<file path="config.mk">
export PLATFORM = sky130hd
export DESIGN_NAME = frame_tx_packer
export DESIGN_NICKNAME = d
export VERILOG_FILES = /design/src/rtl/frame_tx_packer.sv
export SDC_FILE = /design/constraint.sdc
export NUM_CORES = 1
export LEC_CHECK = 0
export BUFFER_PORTS_ARGS = -buffer_cell sky130_fd_sc_hd__buf_2
export CORE_UTILIZATION = 57
export CTS_BUF_LIST = sky130_fd_sc_hd__clkbuf_4 sky130_fd_sc_hd__clkbuf_8
export CTS_CLUSTER_SIZE = 40
export DETAILED_ROUTE_END_ITERATION = 10
export PLACE_DENSITY_LB_ADDON = 0.1
export SLEW_MARGIN = 25
export SYNTH_ARGS = -nofsm -noshare
export SYNTH_HDL_FRONTEND = slang
export SYNTH_SLANG_ARGS = --single-unit
</file>
<file path="constraint.sdc">
create_clock -name clk_i -period 2.1 [get_ports clk_i]
set_input_delay 0.21 -clock clk_i [delete_from_list [all_inputs] [get_ports clk_i]]
set_output_delay 0.21 -clock clk_i [all_outputs]
set_load 0.02 [all_outputs]
</file>
<file path="src/rtl/frame_tx_packer.sv">
// Transmit framer: wraps each frame as sync0, sync1, pixel bytes and an XOR checksum, through one output byte slot.
// Optional macro FRAME_TX_SATURATE_EN: pixel byte saturates to 8'hFF when data_i has bits set above the window.
module frame_tx_packer #(
    parameter int         in_width_p     = 15,
    parameter int         shift_p        = 3,
    parameter int         linewidth_px_p = 161,
    parameter int         lines_p        = 120,
    parameter logic [7:0] sync0_p        = 8'hA5,
    parameter logic [7:0] sync1_p        = 8'h5A
) (
    input  logic                  clk_i,
    input  logic                  reset_i,
    input  logic                  valid_i,
    output logic                  ready_o,
    input  logic [in_width_p-1:0] data_i,
    output logic                  valid_o,
    input  logic                  ready_i,
    output logic [7:0]            data_o,
    output logic                  busy_o,
    output logic                  frame_done_o
);
    localparam int COL_W = (linewidth_px_p > 1) ? $clog2(linewidth_px_p) : 1;
    localparam int ROW_W = (lines_p > 1) ? $clog2(lines_p) : 1;
    localparam logic [COL_W-1:0] COL_LAST = COL_W'(linewidth_px_p - 1);
    localparam logic [ROW_W-1:0] ROW_LAST = ROW_W'(lines_p - 1);

    typedef enum logic [2:0] {
        ST_IDLE  = 3'd0,
        ST_SYNC1 = 3'd1,
        ST_PIX   = 3'd2,
        ST_CSUM  = 3'd3,
        ST_DONE  = 3'd4
    } state_t;

    function automatic logic [7:0] window_byte(input logic [in_width_p-1:0] d);
`ifdef FRAME_TX_SATURATE_EN
        if ((d >> (shift_p + 8)) != {in_width_p{1'b0}}) begin
            return 8'hFF;
        end else begin
            return 8'(d >> shift_p);
        end
`else
        return 8'(d >> shift_p);
`endif
    endfunction

    state_t           state_r;
    state_t           state_nxt_s;
    logic [COL_W-1:0] col_r;
    logic [ROW_W-1:0] row_r;
    logic [7:0]       csum_r;
    logic             valid_r;
    logic [7:0]       data_r;

    logic             slot_free_s;
    logic             load_s;
    logic [7:0]       load_byte_s;
    logic [7:0]       pix_byte_s;
    logic             pix_hs_s;
    logic             pix_last_s;
    logic             csum_clr_s;
    logic             ready_s;
    logic             frame_done_s;

    assign slot_free_s = !valid_r || ready_i;
    assign pix_byte_s  = window_byte(data_i);
    assign pix_last_s  = (col_r == COL_LAST) && (row_r == ROW_LAST);

    // Next-state, slot load selection and pixel-side handshake.
    always_comb begin
        state_nxt_s  = state_r;
        load_s       = 1'b0;
        load_byte_s  = 8'h00;
        ready_s      = 1'b0;
        pix_hs_s     = 1'b0;
        csum_clr_s   = 1'b0;
        frame_done_s = 1'b0;
        case (state_r)
            ST_IDLE: begin
                if (valid_i && slot_free_s) begin
                    load_s      = 1'b1;
                    load_byte_s = sync0_p;
                    state_nxt_s = ST_SYNC1;
                end else begin
                    state_nxt_s = ST_IDLE;
                end
            end
            ST_SYNC1: begin
                if (slot_free_s) begin
                    load_s      = 1'b1;
                    load_byte_s = sync1_p;
                    csum_clr_s  = 1'b1;
                    state_nxt_s = ST_PIX;
                end else begin
                    state_nxt_s = ST_SYNC1;
                end
            end
            ST_PIX: begin
                // ready depends only on the slot, never on valid_i
                ready_s = slot_free_s;
                if (valid_i && slot_free_s) begin
                    pix_hs_s    = 1'b1;
                    load_s      = 1'b1;
                    load_byte_s = pix_byte_s;
                    if (pix_last_s) begin
                        state_nxt_s = ST_CSUM;
                    end else begin
                        state_nxt_s = ST_PIX;
                    end
                end else begin
                    state_nxt_s = ST_PIX;
                end
            end
            ST_CSUM: begin
                if (slot_free_s) begin
                    load_s      = 1'b1;
                    load_byte_s = csum_r;
                    state_nxt_s = ST_DONE;
                end else begin
                    state_nxt_s = ST_CSUM;
                end
            end
            ST_DONE: begin
                if (valid_r && ready_i) begin
                    frame_done_s = 1'b1;
                    state_nxt_s  = ST_IDLE;
                end else begin
                    state_nxt_s  = ST_DONE;
                end
            end
            default: begin
                state_nxt_s = ST_IDLE;
            end
        endcase
    end

    // Frame state register.
    always_ff @(posedge clk_i or negedge reset_i) begin
        if (!reset_i) begin
            state_r <= ST_IDLE;
        end else begin
            state_r <= state_nxt_s;
        end
    end

    // Pixel position counters; advance only on pixel handshakes.
    always_ff @(posedge clk_i or negedge reset_i) begin
        if (!reset_i) begin
            col_r <= {COL_W{1'b0}};
            row_r <= {ROW_W{1'b0}};
        end else if (pix_hs_s) begin
            if (col_r == COL_LAST) begin
                col_r <= {COL_W{1'b0}};
                if (row_r == ROW_LAST) begin
                    row_r <= {ROW_W{1'b0}};
                end else begin
                    row_r <= row_r + ROW_W'(1);
                end
            end else begin
                col_r <= col_r + COL_W'(1);
            end
        end
    end

    // Running XOR of pixel bytes; cleared as sync1 is loaded.
    always_ff @(posedge clk_i or negedge reset_i) begin
        if (!reset_i) begin
            csum_r <= 8'h00;
        end else if (csum_clr_s) begin
            csum_r <= 8'h00;
        end else if (pix_hs_s) begin
            csum_r <= csum_r ^ pix_byte_s;
        end
    end

    // Output byte slot: holds while stalled, reloads or empties when free.
    always_ff @(posedge clk_i or negedge reset_i) begin
        if (!reset_i) begin
            valid_r <= 1'b0;
            data_r  <= 8'h00;
        end else if (slot_free_s) begin
            valid_r <= load_s;
            if (load_s) begin
                data_r <= load_byte_s;
            end
        end
    end

    assign ready_o      = ready_s;
    assign valid_o      = valid_r;
    assign data_o       = data_r;
    assign busy_o       = (state_r != ST_IDLE);
    assign frame_done_o = frame_done_s;

endmodule

</file>
**Word-level counts from Yosys, hierarchy flattened**

Index checks and enable logic that the tools add are counted.

- Register bits: 35
- Output and inout bits: 12
- Logic and storage cells: 49

- Add/subtract/negate cells: 2
- Equal/unequal tests: 6
- Muxes and demuxes: 22
- Bitwise operators: 1
- Reduce and logical (&&, ||, !) cells: 12

Operators by type and width:

| kind | count |
|---|---|
| $mux W8 | 5 |
| $pmux W8 S4 | 1 |
| $pmux W3 S5 | 1 |
| $mux W1 | 9 |
| $mux W3 | 3 |
| $add A8 B1 Y8 const B | 1 |
| $eq A8 B8 Y1 const B | 1 |
| $xor A8 B8 Y8 | 1 |
| $add A7 B1 Y7 const B | 1 |
| $eq A7 B7 Y1 const B | 1 |
| $mux W7 | 1 |
| $eq A3 B2 Y1 const B | 2 |
| $reduce_and A2 Y1 | 2 |
| $reduce_or A2 Y1 | 2 |
| $eq A3 B1 Y1 const B | 1 |
| $eq A3 B3 Y1 const B | 1 |
| $logic_and A1 B1 Y1 | 3 |
| $logic_not A3 Y1 | 1 |
| $reduce_bool A3 Y1 | 1 |
| $mux W2 | 1 |
| $pmux W1 S2 | 1 |
| $reduce_bool A2 Y1 | 1 |
| $logic_not A1 Y1 | 1 |
| $logic_or A1 B1 Y1 | 1 |

**Longest topological paths before layout**

Gate-level depths: netlist (run 1).

- Depth in word-level cells: 7
- Gate-level depth with buffers: 7

**Worst setup path after synthesis (run 1)**

Ideal clock, no wire load.

- Path kind: register to register
- Start point: register col_r[0]
- End point: register row_r[3]
- Library setup time: 125 ps
- Data arrival time: 1737 ps
- Data required time: 1975 ps
- Setup slack: 238 ps
- Cell stages (with the launch flop): 8
- Period minus slack after synthesis: 1862 ps
- Cells stage by stage: dfrtp_1 inv_1 ha_1 nand4b_1 or4_1 buf_6 nor3_1 mux2_2

- Longest elaborated chain between the ends: 2

RTL lines:

| item | RTL line | text |
|---|---|---|
| from (decl) | 49 | `logic [COL_W-1:0] col_r;` |
| from (signal assigned) | 149 | `col_r <= {COL_W{1'b0}};` |
| from (signal assigned) | 153 | `col_r <= {COL_W{1'b0}};` |
| from (signal assigned) | 160 | `col_r <= col_r + COL_W'(1);` |
| $eq A8 B8 Y1 | 152 | `if (col_r == COL_LAST) begin` |
| $reduce_and A2 Y1 (no line) | n/a |  |
| to (signal assigned) | 150 | `row_r <= {ROW_W{1'b0}};` |
| to (signal assigned) | 155 | `row_r <= {ROW_W{1'b0}};` |
| to (signal assigned) | 157 | `row_r <= row_r + ROW_W'(1);` |
| to (decl) | 50 | `logic [ROW_W-1:0] row_r;` |

No other way between the ends.
A chain may end at the register's enable or synchronous reset.

**Final worst setup path (run 1)**

Ends and elaborated chain as after synthesis.

==> results.ini, run 1 <==
[run_status]
outcome = complete, but fails checks
violations = design-rule violations

[final_layout]
areaGrowthSynthToFinish_pct = 13.8
multiInputGateArea_sq_um = 831
fin_nets = 236
final_common_cell = dfrtp_1
postLayoutCoreUtil_pct = 71.1
layout-drive-gt1-share_pct = 22.9
final_cell_mix = dfrtp_1 (35), nor2_1 (24), buf_2 (23)
antenna_cells = 0
seqCellArea_sq_um = 876
n_fill_cell = 223

[timing]
final.period_utilization_pct = 93.4
rsz0062_at_grt = no
fin_skew_ns = 0.0144
worst_slew_pin_slew_ns = 0.752
slew_headroom_pct = 49.9
hold_slack_ns = 0.164
slew_violations = 0
clock.fmax_ghz = 0.510
min_period_ns = 1.96
setup_violations = 0
setup_tns_ns = 0
hold_viol = 0

[worst_setup_path]
path_class = reg -> reg
r2r_slack_ns = 0.14
crit_slowest_cell = or4_4
max_stage_delay_ns = 0.49
crit_fanout = 8
required_ns = 2.32
cp-end-kind = flop
cp-start-kind = flop
worstPathCellList = inv_1, ha_1, nand4b_1, or4_4, nor3_1, mux2_2
cp_data_arrival_time_ns = 2.18

[die]
ios = 31
dieHeight_um = 57.9
start_util_pct = 62.5
core-area_sq_mm = 0.00285
die_area_sq_mm = 0.00336
die_w_um = 57.9
rows = 19

[yosys]
async_reset_ff_share_pct = 100
synth_nets = 206
synth_area_sq_mm = 0.00178
synthFlopType = dfrtp_1
synth_largest_area_cell = dfrtp_1
synth_edf_count = 0
seq_area_frac_synth_pct = 49.1
ys_ff_latch = 35
syn_inst = 184
yosys-top-cells-area = dfrtp_1 (49%), nor2_1 (5.1%), nand4_1 (4.9%), xnor2_1 (3.4%), xor2_1 (3.4%)
yosys_warnings = 0
synth_cell_types = 39
yosysTopAreaCellShare_pct = 49.1
syn_avg_cell_area_sq_um = 9.69

[route]
routedWlPerCell_um = 15.4
drt-pass1-iter-count = 8
via_count = 1473
routed_via_density = 6.01
drc = 1
drtIter0Drc = 92
drt-total-wl_um = 3770
drtAntennaViolNets = 0

[global_routing]
grt_overflow = 0
gr-usage-all-layers_pct = 24.6
grt_pass1_vias = 1397
grt_max_degree = 36
antenna_found_initial = 0
grt_pass1_wl_um = 6170

[clock_tree]
htreeDepth = 2
cts_buffers = 5
tritoncts = done
worstSkewPairLatency_ns = 0.34
clock_sinks = 35
path_clk_slew_ns = 0.10
cts_buffer_depth = 2
cts-root-buf = clkbuf_4

[job]
max_cap_violations = 0

[power_and_ir_drop]
powerDensity_mw_per_mm2 = 1240
peakVddDrop_mv = 0.705
fin_total_pwr_mw = 2.51
leakagePower_nw = 0.944

[place]
place_congestion = 0.796
numPortBuffers = 23
place.detailed.hpwl_um = 2590

[hold_path]
hp-class = in -> reg

## layer usage
metal | wire, um | vias to the layer above | track usage (%)
li1 | - | 706 | -
met1 | 1710 | 705 | 31.8
met2 | 1790 | 50 | 39.1
met3 | 189 | 12 | 5.36
met4 | 88 | 0 | 12.6
met5 | 0 | - | 0
## logic make-up after synthesis
group / share of synthesized area (%)
flops: 49.1
fa+ha+maj: 2.11
compound gates: 10.0
buf+inv: 4.49
mux: 3.09
xor+xnor: 6.88
simple gates: 24.3
## path summary, 6_finish.rpt
kind | depth (start not counted) | end | startpoint
setup reg to reg | 6 | row_r[3] | col_r[0]
min in group asynchronous | 2 | csum_r[3] | reset_i
hold / removal | 3 | state_r[2] | ready_i
setup / recovery | 6 | row_r[3] | col_r[0]
hold reg to reg | 1 | col_r[7] | col_r[7]
max in group asynchronous | 2 | valid_o | reset_i
## Yosys cell counts (all sizes together) (3+ instances only)
| cell type | n |
|---|---|
| a21o | 5 |
| and3 | 3 |
| o21ai | 5 |
| ha | 3 |
| dfrtp | 35 |
| xor2 | 7 |
| a21oi | 3 |
| clkbuf | 6 |
| nor3 | 5 |
| nor2 | 25 |
| nor2b | 3 |
| nand4 | 14 |
| nand2 | 12 |
| a31oi | 8 |
| nand3 | 5 |
| mux2 | 4 |
| buf | 5 |
| inv | 7 |
| xnor2 | 7 |
## where the power goes
part	leakage (nW)	switching, mW	internal, mW	total [mW]
combinational	0.461	0.691	0.422	1.11
sequential	0.449	0.132	0.887	1.02
clock	0.0341	0.221	0.155	0.376
## through the flow
step / setup slack [ns] / cells / instance area [sq um]
after floorplan: 0.238 / 184 / 1780
after global placement: 0.115 / 237 / 1960
after detailed placement: 0.0591 / 237 / 1960
after CTS: 0.0244 / 245 / 2020
after global routing: 0.0695 / 245 / 2030
final: 0.140 / 245 / 2030
## critical path: cells and delay by family (launching register included)
| family | cells | cell delay, ns |
|---|---|---|
| muxes | 1 | 0.35 |
| buffers and inverters | 1 | 0.09 |
| and+or+nand+nor | 3 | 0.81 |
| DFF | 1 | 0.43 |
| adders and majority gates | 1 | 0.14 |
## area by class of cell
| type | instances | share of cell area, % |
|---|---|---|
| Multi-Input combinational cell | 131 | 41.0 |
| Inverter | 7 | 1.30 |
| Timing Repair Buffer | 34 | 9.87 |
| Sequential cell | 35 | 43.2 |
| Clock buffer | 6 | 2.53 |
| Clock inverter | 1 | 0.247 |
| Tap cell | 31 | 1.91 |
## state kept, by name, indices dropped and copies added, names as in the netlist
register / flops
csum_r: 8
valid_o: 1
row_r: 7
data_o: 8
state_r: 3
col_r: 8
## timing repair
item                                    in CTS  in global routing
endpoints found under the setup margin       0                  4
gates resized for setup                      0                  1
buffers inserted                             0                  0
hold endpoints to repair                    35                  0
hold buffers                                 1                  0
No activity file was read; power rests on OpenSTA's default activity.
==> inputs of run 2 (changes only) <==
--- a/config.mk
+++ b/config.mk
@@ -5,11 +5,12 @@
 export SDC_FILE = /design/constraint.sdc
 export NUM_CORES = 1
 export LEC_CHECK = 0
-export BUFFER_PORTS_ARGS = -buffer_cell sky130_fd_sc_hd__buf_2
-export CORE_UTILIZATION = 57
+export CORE_MARGIN = 2
+export CORE_UTILIZATION = 65
 export CTS_BUF_LIST = sky130_fd_sc_hd__clkbuf_4 sky130_fd_sc_hd__clkbuf_8
 export CTS_CLUSTER_SIZE = 40
 export DETAILED_ROUTE_END_ITERATION = 10
+export DONT_BUFFER_PORTS = 1
 export PLACE_DENSITY_LB_ADDON = 0.1
 export SLEW_MARGIN = 25
 export SYNTH_ARGS = -nofsm -noshare
==> run 2 against run 1 <==
Compared with the run above:
- utilization is 5.3 points higher
- via count is 5.4% lower
- the run now ends clean
- cell area is 4.2% lower
- worst hold slack worse by 0.13 ns
- setup slack worse by 0.0052 ns
- critical path depth stayed put
- first-iteration DRC count is 50% lower
- global-route usage is 0.17 points higher
- sequential share of layout area is 1.9 points higher
- clock skew is 0.0076 ns lower
- critical endpoint unchanged
- final cell count is 8.6% lower
- register-to-register slack hardly changed
==> results.ini, run 2 (synthesized netlist as in run 1, its figures left out) <==
[run_status]
outcome = finished, final reports clean

[route]
drtAntennaViolNets = 0  ; unchanged
drc = 0  ; -1
drtIter0Drc = 46  ; -50%
routed_via_density = 6.22  ; +3.5%
drt-total-wl_um = 3620  ; -4.1%
routedWlPerCell_um = 16.2  ; +4.9%
drt-pass1-iter-count = 4  ; -4
via_count = 1394  ; -5.4%

[final_layout]
final_cells = 224  ; -8.6%
multiInputGateArea_sq_um = 831  ; unchanged
postLayoutCoreUtil_pct = 76.4  ; +5.3 points
final_common_cell = dfrtp_1
layout-drive-gt1-share_pct = 14.4  ; -8.5 points
areaGrowthSynthToFinish_pct = 8.98
antenna_cells = 0  ; unchanged
n_fill_cell = 170  ; -24%
final_area_sq_mm = 0.00194  ; -4.2%
final_cell_mix = dfrtp_1 (35), nor2_1 (24), nand4_1 (14)
fin_nets = 215  ; -8.9%
seqCellArea_sq_um = 876  ; unchanged

[job]
max_cap_violations = 0  ; unchanged

[clock_tree]
cts_buffers = 5  ; unchanged
worstSkewPairLatency_ns = 0.33  ; about the same
tritoncts = done
htreeDepth = 2  ; unchanged
path_clk_slew_ns = 0.11  ; about the same
postCtsSetupBuffers = 0  ; unchanged
clock_sinks = 35  ; unchanged
cts-root-buf = clkbuf_4
cts_buffer_depth = 2  ; unchanged

[die]
rows = 18  ; -1
die_area_sq_mm = 0.00318  ; -5.3%
start_util_pct = 70.1  ; +7.6 points
core-area_sq_mm = 0.00254  ; -11%
die_w_um = 56.4  ; -2.7%
dieHeight_um = 56.4  ; -2.7%
ios = 31  ; unchanged

[power_and_ir_drop]
p_switching_mw = 1.01  ; -3.1%
p_clk_share_pct = 15.6  ; +0.6 points
swShare_pct = 42.0  ; +0.39 points
leakagePower_nw = 0.868  ; -8.0%
peakVddDrop_mv = 1.14  ; +62%
p_int_mw = 1.40  ; -4.7%
powerDensity_mw_per_mm2 = 1240  ; +0.19%
comb_power_share_pct = 37.5  ; -6.9 points
p_seq_share_pct = 46.9  ; +6.3 points

[global_routing]
grt_pass1_wl_um = 6080  ; -1.5%
grt_overflow = 0  ; unchanged
grt_pass1_vias = 1324  ; -5.2%
grt_max_degree = 36  ; unchanged
gr-usage-all-layers_pct = 24.8  ; +0.17 points
antenna_found_initial = 0  ; unchanged

[worst_setup_path]
cp-start-kind = flop
crit_slowest_cell = or4_4
cp_data_arrival_time_ns = 2.19  ; about the same
path_class = reg -> reg
worstPathCellList = inv_1, ha_1, nand4b_1, or4_4, nor3_1, mux2_2
cp-end-kind = flop
crit_fanout = 8  ; unchanged
max_stage_delay_ns = 0.49  ; about the same
required_ns = 2.33  ; about the same

[timing]
hold_viol = 0  ; unchanged
fin_ws_ns = 0.134  ; -0.00522 ns
clock.fmax_ghz = 0.509  ; -0.27%
setup_violations = 0  ; unchanged
min_period_ns = 1.97  ; +0.00522 ns
fin_skew_ns = 0.00671  ; -0.00765 ns
slew_violations = 0  ; unchanged
final.period_utilization_pct = 93.6  ; +0.25 points
slew_headroom_pct = 65.9  ; +16 points
worst_slew_pin_slew_ns = 0.511  ; -0.241 ns
setup_tns_ns = 0  ; unchanged
rsz0062_at_grt = no

[hold_path]
hp-class = in -> reg

[place]
numPortBuffers = 0  ; -100%
place.detailed.hpwl_um = 2460  ; -4.8%
placedCellCount = 213  ; -10%
place_congestion = 0.848  ; +6.6%
post-place-ws_ns = 0.0586  ; -0.000546 ns
dpl_cell_area_sq_mm = 0.00184  ; -5.9%

run 2: cell count changes in the layout (fill, tap and decap cells not counted):
cell / previous run / this run
clkbuf_8: 1 / 0
dlygate4sd3_1: 1 / 2
buf_12: 0 / 1
buf_2: 23 / 0
clkbuf_4: 5 / 7
run 2: critical path: cells and delay by family, from the launching register on:
| family | cells | cell delay [ns] |
|---|---|---|
| flip-flops | 1 | 0.44 |
| buffers and inverters | 1 | 0.10 |
| AND/OR/NAND/NOR | 3 | 0.80 |
| multiplexers | 1 | 0.35 |
| adder cells (fa/ha/maj) | 1 | 0.15 |
run 2: power groups by stage:
stage	sequential (mW)	clock [mW]	combinational, mW
after CTS	1.13	0.383	0.901
after floorplan	1.12	0	0.657
after global placement	1.12	0	0.839
after detailed placement	1.14	0	0.869
final	1.13	0.375	0.902
after global routing	1.15	0.410	1.01
run 2: path summary, 6_finish.rpt:
check / start / endpoint / slack (ns) / cells past startpoint
worst max-delay path: col_r[0] / row_r[3] / 0.13 / 6
worst min-delay path: ready_i / state_r[2] / 0.03 / 1
worst max register to register: col_r[0] / row_r[3] / 0.13 / 6
worst min register to register: col_r[7] / col_r[7] / 0.49 / 1
max in group asynchronous: reset_i / csum_r[4] / 1.61 / 2
min in group asynchronous: reset_i / col_r[6] / 0.31 / 2
run 2: cell type report:
type / count / area share (%)
multi-input cells: 131 / 42.8
flip-flops and latches: 35 / 45.1
clock inverters: 1 / 0.258
clock buffers: 7 / 2.70
well taps: 30 / 1.93
inverters: 7 / 1.35
repair buffers: 13 / 5.92
run 2: repair_timing:
action / CTS / global route
gates resized for setup: 0 / 1
hold endpoints to repair: 36 / 0
hold buffers: 3 / 0
endpoints found under the setup margin: 0 / 6
run 2: routing by layer:
metal | GRT usage, % | share of wire [%]
met5 | 0 | 0
met4 | 7.82 | 0.64
met3 | 7.37 | 6.2
met2 | 38.7 | 47
met1 | 33.3 | 46
run 2: stage by stage:
stage / hold slack (ns) / power, mW
after floorplan: -0.0856 / 1.77
after global placement: -0.0848 / 1.96
after detailed placement: -0.0848 / 2.01
after CTS: 0.0173 / 2.41
after global routing: 0.0111 / 2.58
final: 0.0303 / 2.41
==> inputs of run 3 (changes only) <==
--- a/config.mk
+++ b/config.mk
@@ -5,6 +5,7 @@
 export SDC_FILE = /design/constraint.sdc
 export NUM_CORES = 1
 export LEC_CHECK = 0
+export CORE_ASPECT_RATIO = 1.5
 export CORE_MARGIN = 2
 export CORE_UTILIZATION = 65
 export CTS_BUF_LIST = sky130_fd_sc_hd__clkbuf_4 sky130_fd_sc_hd__clkbuf_8
==> run 3 against run 2 <==
Compared with the run above:
- via count rose by 0.79%
- non-clock buffer count fell by 1
- global-route usage up 3.3 points
- die area increased by 0.27%
- maximum frequency decreased by 1.5%
==> results.ini, run 3 (synthesized netlist as in run 1, its figures left out) <==
[global_routing]
grt_pass1_wl_um = 6290  ; +3.4%
gr-usage-all-layers_pct = 28.1  ; +3.3 points
grt_overflow = 0  ; unchanged
antenna_found_initial = 0  ; unchanged
grt_max_degree = 36  ; unchanged
grt_pass1_vias = 1481  ; +12%

[worst_setup_path]
cp-end-kind = flop
crit_fanout = 10  ; +2
required_ns = 2.28  ; -0.05 ns
path_class = reg -> reg
cp-start-kind = flop
regToRegStartpoint = col_r[0]
setup.worst_path.start = col_r[0]
cp_data_arrival_time_ns = 2.17  ; -0.02 ns

[die]
core-area_sq_mm = 0.00265  ; +4.0%
rows = 23  ; +5
start_util_pct = 67.3  ; -2.7 points
die_area_sq_mm = 0.00319  ; +0.27%
ios = 31  ; unchanged
die_w_um = 46.8  ; -17%
dieHeight_um = 68.1  ; +21%

[clock_tree]
cts_buffer_depth = 2  ; unchanged
cts_buffers = 5  ; unchanged
worstSkewPairLatency_ns = 0.29  ; -0.04 ns
cts-root-buf = clkbuf_8
clock_sinks = 35  ; unchanged
htreeDepth = 2  ; unchanged
path_clk_slew_ns = 0.07  ; -0.04 ns
tritoncts = done

[run_status]
outcome = finished, final reports clean

[timing]
fin_skew_ns = 0.00503  ; -0.00167 ns
hold_viol = 0  ; unchanged
clock.fmax_ghz = 0.501  ; -1.5%
final.period_utilization_pct = 95.0  ; +1.4 points
setup_violations = 0  ; unchanged
worst_slew_pin_slew_ns = 0.503  ; -0.00772 ns
setup_tns_ns = 0  ; unchanged
hold_slack_ns = 0.0691  ; +0.0388 ns
min_period_ns = 2.00  ; +0.0296 ns
slew_violations = 0  ; unchanged
rsz0062_at_grt = no
fin_ws_ns = 0.105  ; -0.0296 ns
slew_headroom_pct = 66.4  ; +0.53 points

[power_and_ir_drop]
leakagePower_nw = 0.875  ; +0.79%
peakVddDrop_mv = 0.789  ; -31%
powerDensity_mw_per_mm2 = 1290  ; +4.4%
fin_total_pwr_mw = 2.55  ; +6.0%

[hold_path]
hp-start = ready_i
hp-class = in -> reg

[route]
routed_via_density = 6.14  ; -1.4%
drtIter0Drc = 83  ; +80%
drtAntennaViolNets = 0  ; unchanged
via_count = 1405  ; +0.79%
drt-total-wl_um = 3950  ; +9.0%
drc = 0  ; unchanged
routedWlPerCell_um = 17.2  ; +6.7%
drt-pass1-iter-count = 4  ; unchanged

[final_layout]
antenna_cells = 0  ; unchanged
fin_nets = 214  ; -0.47%
layout-drive-gt1-share_pct = 14.1  ; -0.37 points
final_cells = 229  ; +2.2%
final_common_cell = dfrtp_1
areaGrowthSynthToFinish_pct = 10.6
final_cell_mix = dfrtp_1 (35), nor2_1 (24), nand4_1 (14)

[place]
place_congestion = 0.877  ; +3.4%
placedCellCount = 220  ; +3.3%
post-place-ws_ns = 0.0284  ; -0.0301 ns
numPortBuffers = 0  ; unchanged
place.detailed.hpwl_um = 2670  ; +8.2%

[job]
max_cap_violations = 0  ; unchanged

run 3: layout make-up:
cell class              count  area, sq um
fillers                   205          676
repair buffers             12          105
clock buffers               6         82.6
clock inverters             1         5.00
flip-flops and latches     35          876
inverters                   7         26.3
well taps                  37         46.3
multi-input cells         131          831
run 3: where the power goes:
group	internal [mW]	switching [mW]	leakage (nW)
Sequential	0.888	0.239	0.449
Combinational	0.357	0.571	0.379
Clock	0.257	0.238	0.0470
Total	1.50	1.05	0.875
run 3: layer usage:
layer / global-route usage [%] / vias to the layer above / share of wire (%)
met5: 0 / - / 0
met4: 16.0 / 0 / 2.2
met3: 6.33 / 10 / 4.1
met2: 50.5 / 36 / 54
met1: 28.2 / 696 / 39
li1: - / 663 / -
run 3: worst paths after layout:
| check | to | slack, ns | cells after the start |
|---|---|---|---|
| min in group asynchronous | data_o[3] | 0.37 | 2 |
| max in group asynchronous | col_r[1] | 1.55 | 2 |
| min | state_r[2] | 0.07 | 2 |
| min reg2reg | col_r[7] | 0.51 | 1 |
| max reg2reg | row_r[3] | 0.10 | 6 |
| max | row_r[3] | 0.10 | 6 |
run 3: critical path: stages (launching register included):
cell and delay [ns]:
dfrtp_1 0.42, inv_1 0.09, ha_1 0.15, nand4b_1 0.10
or4_4 0.50, nor3_1 0.25, mux2_2 0.37
run 3: what timing repair did:
item	CTS	global route
endpoints found under the setup margin	1	0
gates resized for setup	1	0
hold buffers	2	0
setup buffers	0	0
endpoints found under the hold margin	35	0
run 3: per-stage QoR:
step,cell area [sq um],util (%)
final,1970,74.5
after global routing,1970,74.5
after CTS,1970,74.5
after detailed placement,1850,69.9
after global placement,1850,69.9
after floorplan,1780,-
